===== config.mk =====
export PLATFORM = sky130hd
export DESIGN_NAME = operand_loader
export DESIGN_NICKNAME = d
export VERILOG_FILES = /design/src/rtl/systolic_pkg.sv /design/src/rtl/loader_addr_gen.sv /design/src/rtl/operand_loader.sv
export SDC_FILE = /design/constraint.sdc
export NUM_CORES = 1
export LEC_CHECK = 0
export BUFFER_PORTS_ARGS = -buffer_cell sky130_fd_sc_hd__buf_4
export CORE_UTILIZATION = 43
export DETAILED_ROUTE_END_ITERATION = 10
export GPL_TIMING_DRIVEN = 0
export PLACE_DENSITY = 0.68
export SLEW_MARGIN = 20
export SYNTH_ARGS = -nofsm -noshare
export SYNTH_HDL_FRONTEND = slang
export SYNTH_SLANG_ARGS = --single-unit

===== constraint.sdc =====
create_clock -name clk -period 7.5 [get_ports clk]
set_input_delay 0.375 -clock clk [delete_from_list [all_inputs] [get_ports clk]]
set_output_delay 0.375 -clock clk [all_outputs]
set_load 0.1 [all_outputs]

===== src/rtl/systolic_pkg.sv =====
// Shared definitions for the systolic array front end: loader FSM states,
// default lane/address widths and the write-pipeline record.
package systolic_pkg;

  localparam int DEF_ARRAY_N    = 8;
  localparam int DEF_ARRAY_M    = 8;
  localparam int DEF_ADDR_WIDTH = 8;

  typedef enum logic [1:0] {
    ST_IDLE,
    ST_LOAD_A,
    ST_LOAD_W,
    ST_FINISH
  } ld_state_e;

  // One read in flight: which phase it belongs to and its destination lane.
  typedef struct packed {
    logic        vld_a;
    logic        vld_w;
    logic [31:0] lane;
  } wr_pipe_t;

  function automatic logic [31:0] word_off(input logic [31:0] idx);
    return idx << 2;
  endfunction

endpackage


===== src/rtl/loader_addr_gen.sv =====
// (k, lane) counter pair shared by the A and W phases. The linear word index
// k*lanes+lane is kept as a running count, so no multiplier is needed.
module loader_addr_gen (
  input  logic        clk,
  input  logic        reset,
  input  logic        i_clr,
  input  logic        i_adv,
  input  logic [31:0] i_lanes,
  input  logic [31:0] i_kmax,
  output logic [31:0] o_lane,
  output logic [31:0] o_idx,
  output logic        o_last
);

  logic [31:0] r_lane;
  logic [31:0] r_k;
  logic [31:0] r_idx;

  always_ff @(posedge clk or negedge reset) begin
    if (!reset) begin
      r_lane <= '0;
      r_k    <= '0;
      r_idx  <= '0;
    end else if (i_clr) begin
      r_lane <= '0;
      r_k    <= '0;
      r_idx  <= '0;
    end else if (i_adv) begin
      r_idx <= r_idx + 32'd1;
      if (r_lane == i_lanes - 32'd1) begin
        r_lane <= '0;
        r_k    <= r_k + 32'd1;
      end else begin
        r_lane <= r_lane + 32'd1;
      end
    end
  end

  assign o_lane = r_lane;
  assign o_idx  = r_idx;
  assign o_last = (r_lane == i_lanes - 32'd1) && (r_k == i_kmax - 32'd1);

endmodule


===== src/rtl/operand_loader.sv =====
// Streams A (MxK) then W (KxN) words from PS BRAM into per-lane operand
// buffers. Define OPERAND_LOADER_STALL_EN to add the 'hold' back-pressure input.
module operand_loader
  import systolic_pkg::*;
#(
  parameter int ARRAY_N    = DEF_ARRAY_N,
  parameter int ARRAY_M    = DEF_ARRAY_M,
  parameter int ADDR_WIDTH = DEF_ADDR_WIDTH
) (
  input  logic                  clk,
  input  logic                  reset,
  input  logic                  start,
  input  logic [31:0]           M,
  input  logic [31:0]           K,
  input  logic [31:0]           N,
  input  logic [31:0]           a_src_base,
  input  logic [31:0]           w_src_base,
`ifdef OPERAND_LOADER_STALL_EN
  input  logic                  hold,
`endif
  output logic [31:0]           bram_addr,
  output logic                  bram_en,
  input  logic [31:0]           bram_rd_data,
  output logic [31:0]           a_w_data,
  output logic [ADDR_WIDTH-1:0] a_w_addr,
  output logic [ARRAY_N-1:0]    a_w_en,
  output logic [31:0]           w_w_data,
  output logic [ADDR_WIDTH-1:0] w_w_addr,
  output logic [ARRAY_M-1:0]    w_w_en,
  output logic                  busy,
  output logic                  done,
  output logic                  err
);

  ld_state_e             r_state;
  logic [31:0]           r_m, r_k, r_n, r_abase, r_wbase;
  logic                  r_done, r_err;
  wr_pipe_t              r_wr;
  logic [ADDR_WIDTH-1:0] r_wr_addr;

  logic        w_hold, w_load_a, w_load_w, w_rd, w_gen_clr, w_last, w_bad;
  logic        w_w_nz;
  logic [31:0] w_lanes, w_lane, w_idx;

`ifdef OPERAND_LOADER_STALL_EN
  assign w_hold = hold;
`else
  assign w_hold = 1'b0;
`endif

  assign w_load_a  = (r_state == ST_LOAD_A);
  assign w_load_w  = (r_state == ST_LOAD_W);
  assign w_rd      = (w_load_a || w_load_w) && !w_hold;
  assign w_lanes   = w_load_w ? r_n : r_m;
  assign w_w_nz    = (r_k != '0) && (r_n != '0);
  // Counters sit at zero in IDLE, so each phase starts from (0,0).
  assign w_gen_clr = (r_state == ST_IDLE) || (w_load_a && w_rd && w_last);
  assign w_bad     = (M > 32'(ARRAY_N)) || (N > 32'(ARRAY_M)) ||
                     ({1'b0, K} > (33'd1 << ADDR_WIDTH));

  loader_addr_gen u_addr_gen (
    .clk     (clk),
    .reset   (reset),
    .i_clr   (w_gen_clr),
    .i_adv   (w_rd),
    .i_lanes (w_lanes),
    .i_kmax  (r_k),
    .o_lane  (w_lane),
    .o_idx   (w_idx),
    .o_last  (w_last)
  );

  always_ff @(posedge clk or negedge reset) begin
    if (!reset) begin
      r_state <= ST_IDLE;
      r_m     <= '0;
      r_k     <= '0;
      r_n     <= '0;
      r_abase <= '0;
      r_wbase <= '0;
      r_done  <= 1'b0;
      r_err   <= 1'b0;
    end else begin
      r_done <= 1'b0;
      case (r_state)
        ST_IDLE: if (start) begin
          r_m     <= M;
          r_k     <= K;
          r_n     <= N;
          r_abase <= a_src_base;
          r_wbase <= w_src_base;
          r_err   <= w_bad;
          if (w_bad)                        r_done  <= 1'b1;
          else if (M != '0 && K != '0)      r_state <= ST_LOAD_A;
          else if (K != '0 && N != '0)      r_state <= ST_LOAD_W;
          else                              r_state <= ST_FINISH;
        end
        ST_LOAD_A: if (w_rd && w_last) r_state <= w_w_nz ? ST_LOAD_W : ST_FINISH;
        ST_LOAD_W: if (w_rd && w_last) r_state <= ST_FINISH;
        ST_FINISH: begin
          r_done  <= 1'b1;
          r_state <= ST_IDLE;
        end
        default: r_state <= ST_IDLE;
      endcase
    end
  end

  // Destination of the read issued this cycle; its data returns next cycle.
  always_ff @(posedge clk or negedge reset) begin
    if (!reset) begin
      r_wr      <= '0;
      r_wr_addr <= '0;
    end else begin
      r_wr.vld_a <= w_rd && w_load_a;
      r_wr.vld_w <= w_rd && w_load_w;
      r_wr.lane  <= w_lane;
      r_wr_addr  <= ADDR_WIDTH'(word_off(w_idx));
    end
  end

  assign bram_en   = w_rd;
  assign bram_addr = w_rd ? ((w_load_w ? r_wbase : r_abase) + word_off(w_idx)) : '0;

  assign a_w_en    = r_wr.vld_a ? (ARRAY_N'(1) << r_wr.lane) : '0;
  assign a_w_addr  = r_wr.vld_a ? r_wr_addr : '0;
  assign a_w_data  = r_wr.vld_a ? bram_rd_data : '0;
  assign w_w_en    = r_wr.vld_w ? (ARRAY_M'(1) << r_wr.lane) : '0;
  assign w_w_addr  = r_wr.vld_w ? r_wr_addr : '0;
  assign w_w_data  = r_wr.vld_w ? bram_rd_data : '0;

  assign busy = (r_state != ST_IDLE);
  assign done = r_done;
  assign err  = r_err;

endmodule


==> flow_summary.yaml <==
clock_network:
  htreeDepth: 2
  clock_latency_ns: 0.55
  path_clk_slew_ns: 0.06
  root_buffer: "clkbuf_16"
  cts.sinks: 298
  numCtsBuffers: 35
  cts_tree: "built"
  max-clock-path-buffers: 3
power_and_ir_drop:
  irDropWorstVdd_uv: 167.4
  p_leak_nw: 10.79
  powerDensity_mw_per_mm2: 158.1
sta:
  max_slew.worst_pin.slew_ns: 1.147
  setup_viol: 0
  finalCritPeriodShare: 0.9401
  final_max_slew_viol_count: 0
  clock-skew-final_ns: 0.01858
  rsz0062_at_grt: "no"
  fmax_mhz: 141.8
  hold_viol: 0
  period_minus_slack_ns: 7.051
  final.setup.tns_ns: 0
  slew_headroom: 0.2352
global_route:
  grt_max_degree: 94
  grtUsageTotal: 0.2631
  gr-total-overflow: 0
  first_global_vias: 15270
  grt_first_pass_wirelength_um: 86190
  antenna_found_initial: 0
placement:
  gp_congestion: 0.9535
  place_area_mm2: 0.02109
  hpwl_um: 43670
  numPortBuffers: 322
routing:
  routed_wl_um: 56440
  wl_per_cell_um: 20.70
  drt_iter0_drc: 1104
  dr.pass1.iters: 7
  vias_per_cell: 5.753
  vias: 15680
  detail-route-antenna-nets: 0
  drc_errors: 0
layout:
  syn2layout_area_growth_pct: 24.02
  design_area_mm2: 0.02220
  final_nets: 2406
  diodes: 0
  drive_gt1_frac: 0.2812
  fillers: 3679
logic_synthesis:
  synth.avg_cell_area_um2: 9.913
  ys_seq_area_frac: 0.4166
  yosys.area.top_type_share: 0.4166
  netlist_top_cells_count: "dfrtp_1, mux2_2, nor2_1"
  synth-main-ff-cell: "dfrtp_1"
  synth_cell_types: 77
  netlist_instances: 1806
  synth-edff-count: 0
  async_flop_share: 1.000
  ys_top_cells_by_area: "dfrtp_1, mux2_2, xnor2_1"
  synth_top_cell_by_area: "dfrtp_1"
  syn_area_mm2: 0.01790
  yosys_register_bits: 298
  yosysWarnings: 0
  yosysMostFrequentCell: "dfrtp_1"
run_status:
  status: "complete, no violations"
setup_path:
  critPathMaxStageDelay_ns: 0.60
  critical_path_required_ns: 7.12
  crit_path_end: "bram_addr[28]"
  timing.rr.end: "u_addr_gen.o_lane[24]$_DFFE_PN0P_"
  worstPathCellList: "inv_1 > ha_2 > buf_2 > buf_2 > clkbuf_4 > buf_4 > buf_2 > mux2_2 > ha_1 > inv_1 > fa_1 > nor2b_1 > o21ai_0 > a21boi_0 > o211ai_1 > a21oi_1 > o31a_1 > a21oi_1 > o21ai_0 > nor4_1 > or4_1 > buf_4"
  cp_slowest_cell: "or4_1"
  crit_type: "reg -> out"
  critPathCaptureType: "output pin"
  worstPathMaxFanout: 19
  worst_path_most_repeated_cell: "buf_2"
  crit_arrival_ns: 6.68
  r2r_cells: 20
  critPathLaunch: "r_state[0]$_DFFE_PN0P_"
  start_kind: "register"
  r2r_slack_ns: 0.77
  timing.rr.start: "r_state[0]$_DFFE_PN0P_"
floorplan:
  coreArea_mm2: 0.04092
  dieWidth_um: 206.0
  placementRows: 74
  initial_utilization: 0.4374
  die_area_mm2: 0.04245
  die_h_um: 206.0
  ios: 327
hold_path:
  min_path_type: "in -> reg"
flow_run:
  drv_cap: 0
[worst max-delay path: cells and delay by family, from the launching register on]
kind            cells  cell delay, ns
flops               1            0.41
simple gates        3            0.86
buf+inv             8            2.13
compound gates      7            1.56
mux                 1            0.22
fa+ha+maj           3            0.90
[where the power goes]
| group | total [mW] | switching [mW] | internal (mW) |
|---|---|---|---|
| sequential | 1.61 | 0 | 1.61 |
| combinational | 0.234 | 0.145 | 0.0884 |
| clock | 1.67 | 0.688 | 0.981 |
[timing repair]
item                       4_1_cts  5_1_grt
resized for setup                4        3
hold endpoints to repair        70        0
setup buffers                    0        0
setup endpoints to repair       35       15
hold buffers                     1        0
[cells by family after synthesis]
logic type | Yosys count | synth area share
and+or+nand+nor | 689 | 0.2094
DFF | 298 | 0.4166
AOI/OAI and AO/OA | 268 | 0.1006
muxes | 233 | 0.1437
xor gates and xnor gates | 147 | 0.07192
buffers and inverters | 130 | 0.02928
adders and majority gates | 40 | 0.02838
other | 1 | 0.0002095
[worst min-delay path by stage]
stage | from | to | slack (ns) | cells after the start
3_5_place_dp | u_addr_gen.o_lane[21]$_DFFE_PN0P_ | r_wr[21]$_DFF_PN0_ | 0.36 | 0
2_1_floorplan | reset | done$_DFF_PN0_ | 0.08 | 0
3_3_place_gp | u_addr_gen.o_lane[3]$_DFFE_PN0P_ | r_wr[3]$_DFF_PN0_ | 0.36 | 0
6_report | w_src_base[3] | r_wbase[3]$_DFFE_PN0P_ | 0.05 | 2
4_1_cts | w_src_base[3] | r_wbase[3]$_DFFE_PN0P_ | 0.02 | 2
5_1_grt | w_src_base[3] | r_wbase[3]$_DFFE_PN0P_ | 0.04 | 2
[flip-flops by register name (all words and copies together) (netlist names)]
register and cells:
r_wr 34, r_abase 32, r_k 32, r_m 32, r_n 32, r_wbase 32
u_addr_gen.o_lane 32, u_addr_gen.r_k 32, u_addr_gen.o_idx 30, r_wr_addr 6, r_state 2, done 1
err 1
[layout by cell type (no fill, tap or decap), types with 38 or more instances in the layout]
cell	netlist	final
buf_4	4	326
dfrtp_1	298	298
mux2_2	192	192
nor2_1	138	138
nand2_1	92	92
and2_1	90	90
xnor2_1	84	84
a21oi_1	67	67
xor2_1	63	63
nor3_1	61	61
clkbuf_1	50	60
nand3_1	55	55
nor4_1	52	52
o21ai_0	50	50
inv_1	46	46
mux2i_1	41	41
ha_1	39	38
[per-layer routing]
metal | vias to the layer above | wire length [µm] | track usage
li1 | 7279 | - | -
met1 | 7774 | 25070 | 0.3635
met2 | 526 | 26120 | 0.4178
met3 | 103 | 3449 | 0.04210
met4 | 0 | 1806 | 0.08981
met5 | - | 0 | 0
[cell type report]
class	count	area [µm²]	share of cell area
Timing Repair Buffer	326	2517	0.1134
Clock buffer	51	985.9	0.04441
Clock inverter	9	106.4	0.004790
Tap cell	532	665.6	0.02998
Sequential cell	298	7457	0.3359
Inverter	47	176.4	0.007946
Buffer	82	352.8	0.01589
Multi-Input combinational cell	1381	9941	0.4477
[stage by stage]
step	worst slack, ns	power [mW]	util	cells	hold slack, ns
2_1_floorplan	0.5245	1.725	-	1809	0.07941
3_3_place_gp	-0.2105	1.864	0.5131	2663	0.3568
3_5_place_dp	-0.2466	1.872	0.5153	2666	0.3587
4_1_cts	0.2169	3.548	0.5424	2726	0.02341
5_1_grt	0.06014	3.616	0.5425	2726	0.03898
6_report	0.4492	3.511	0.5425	2726	0.05146
Power figures use the tool's default switching activity.
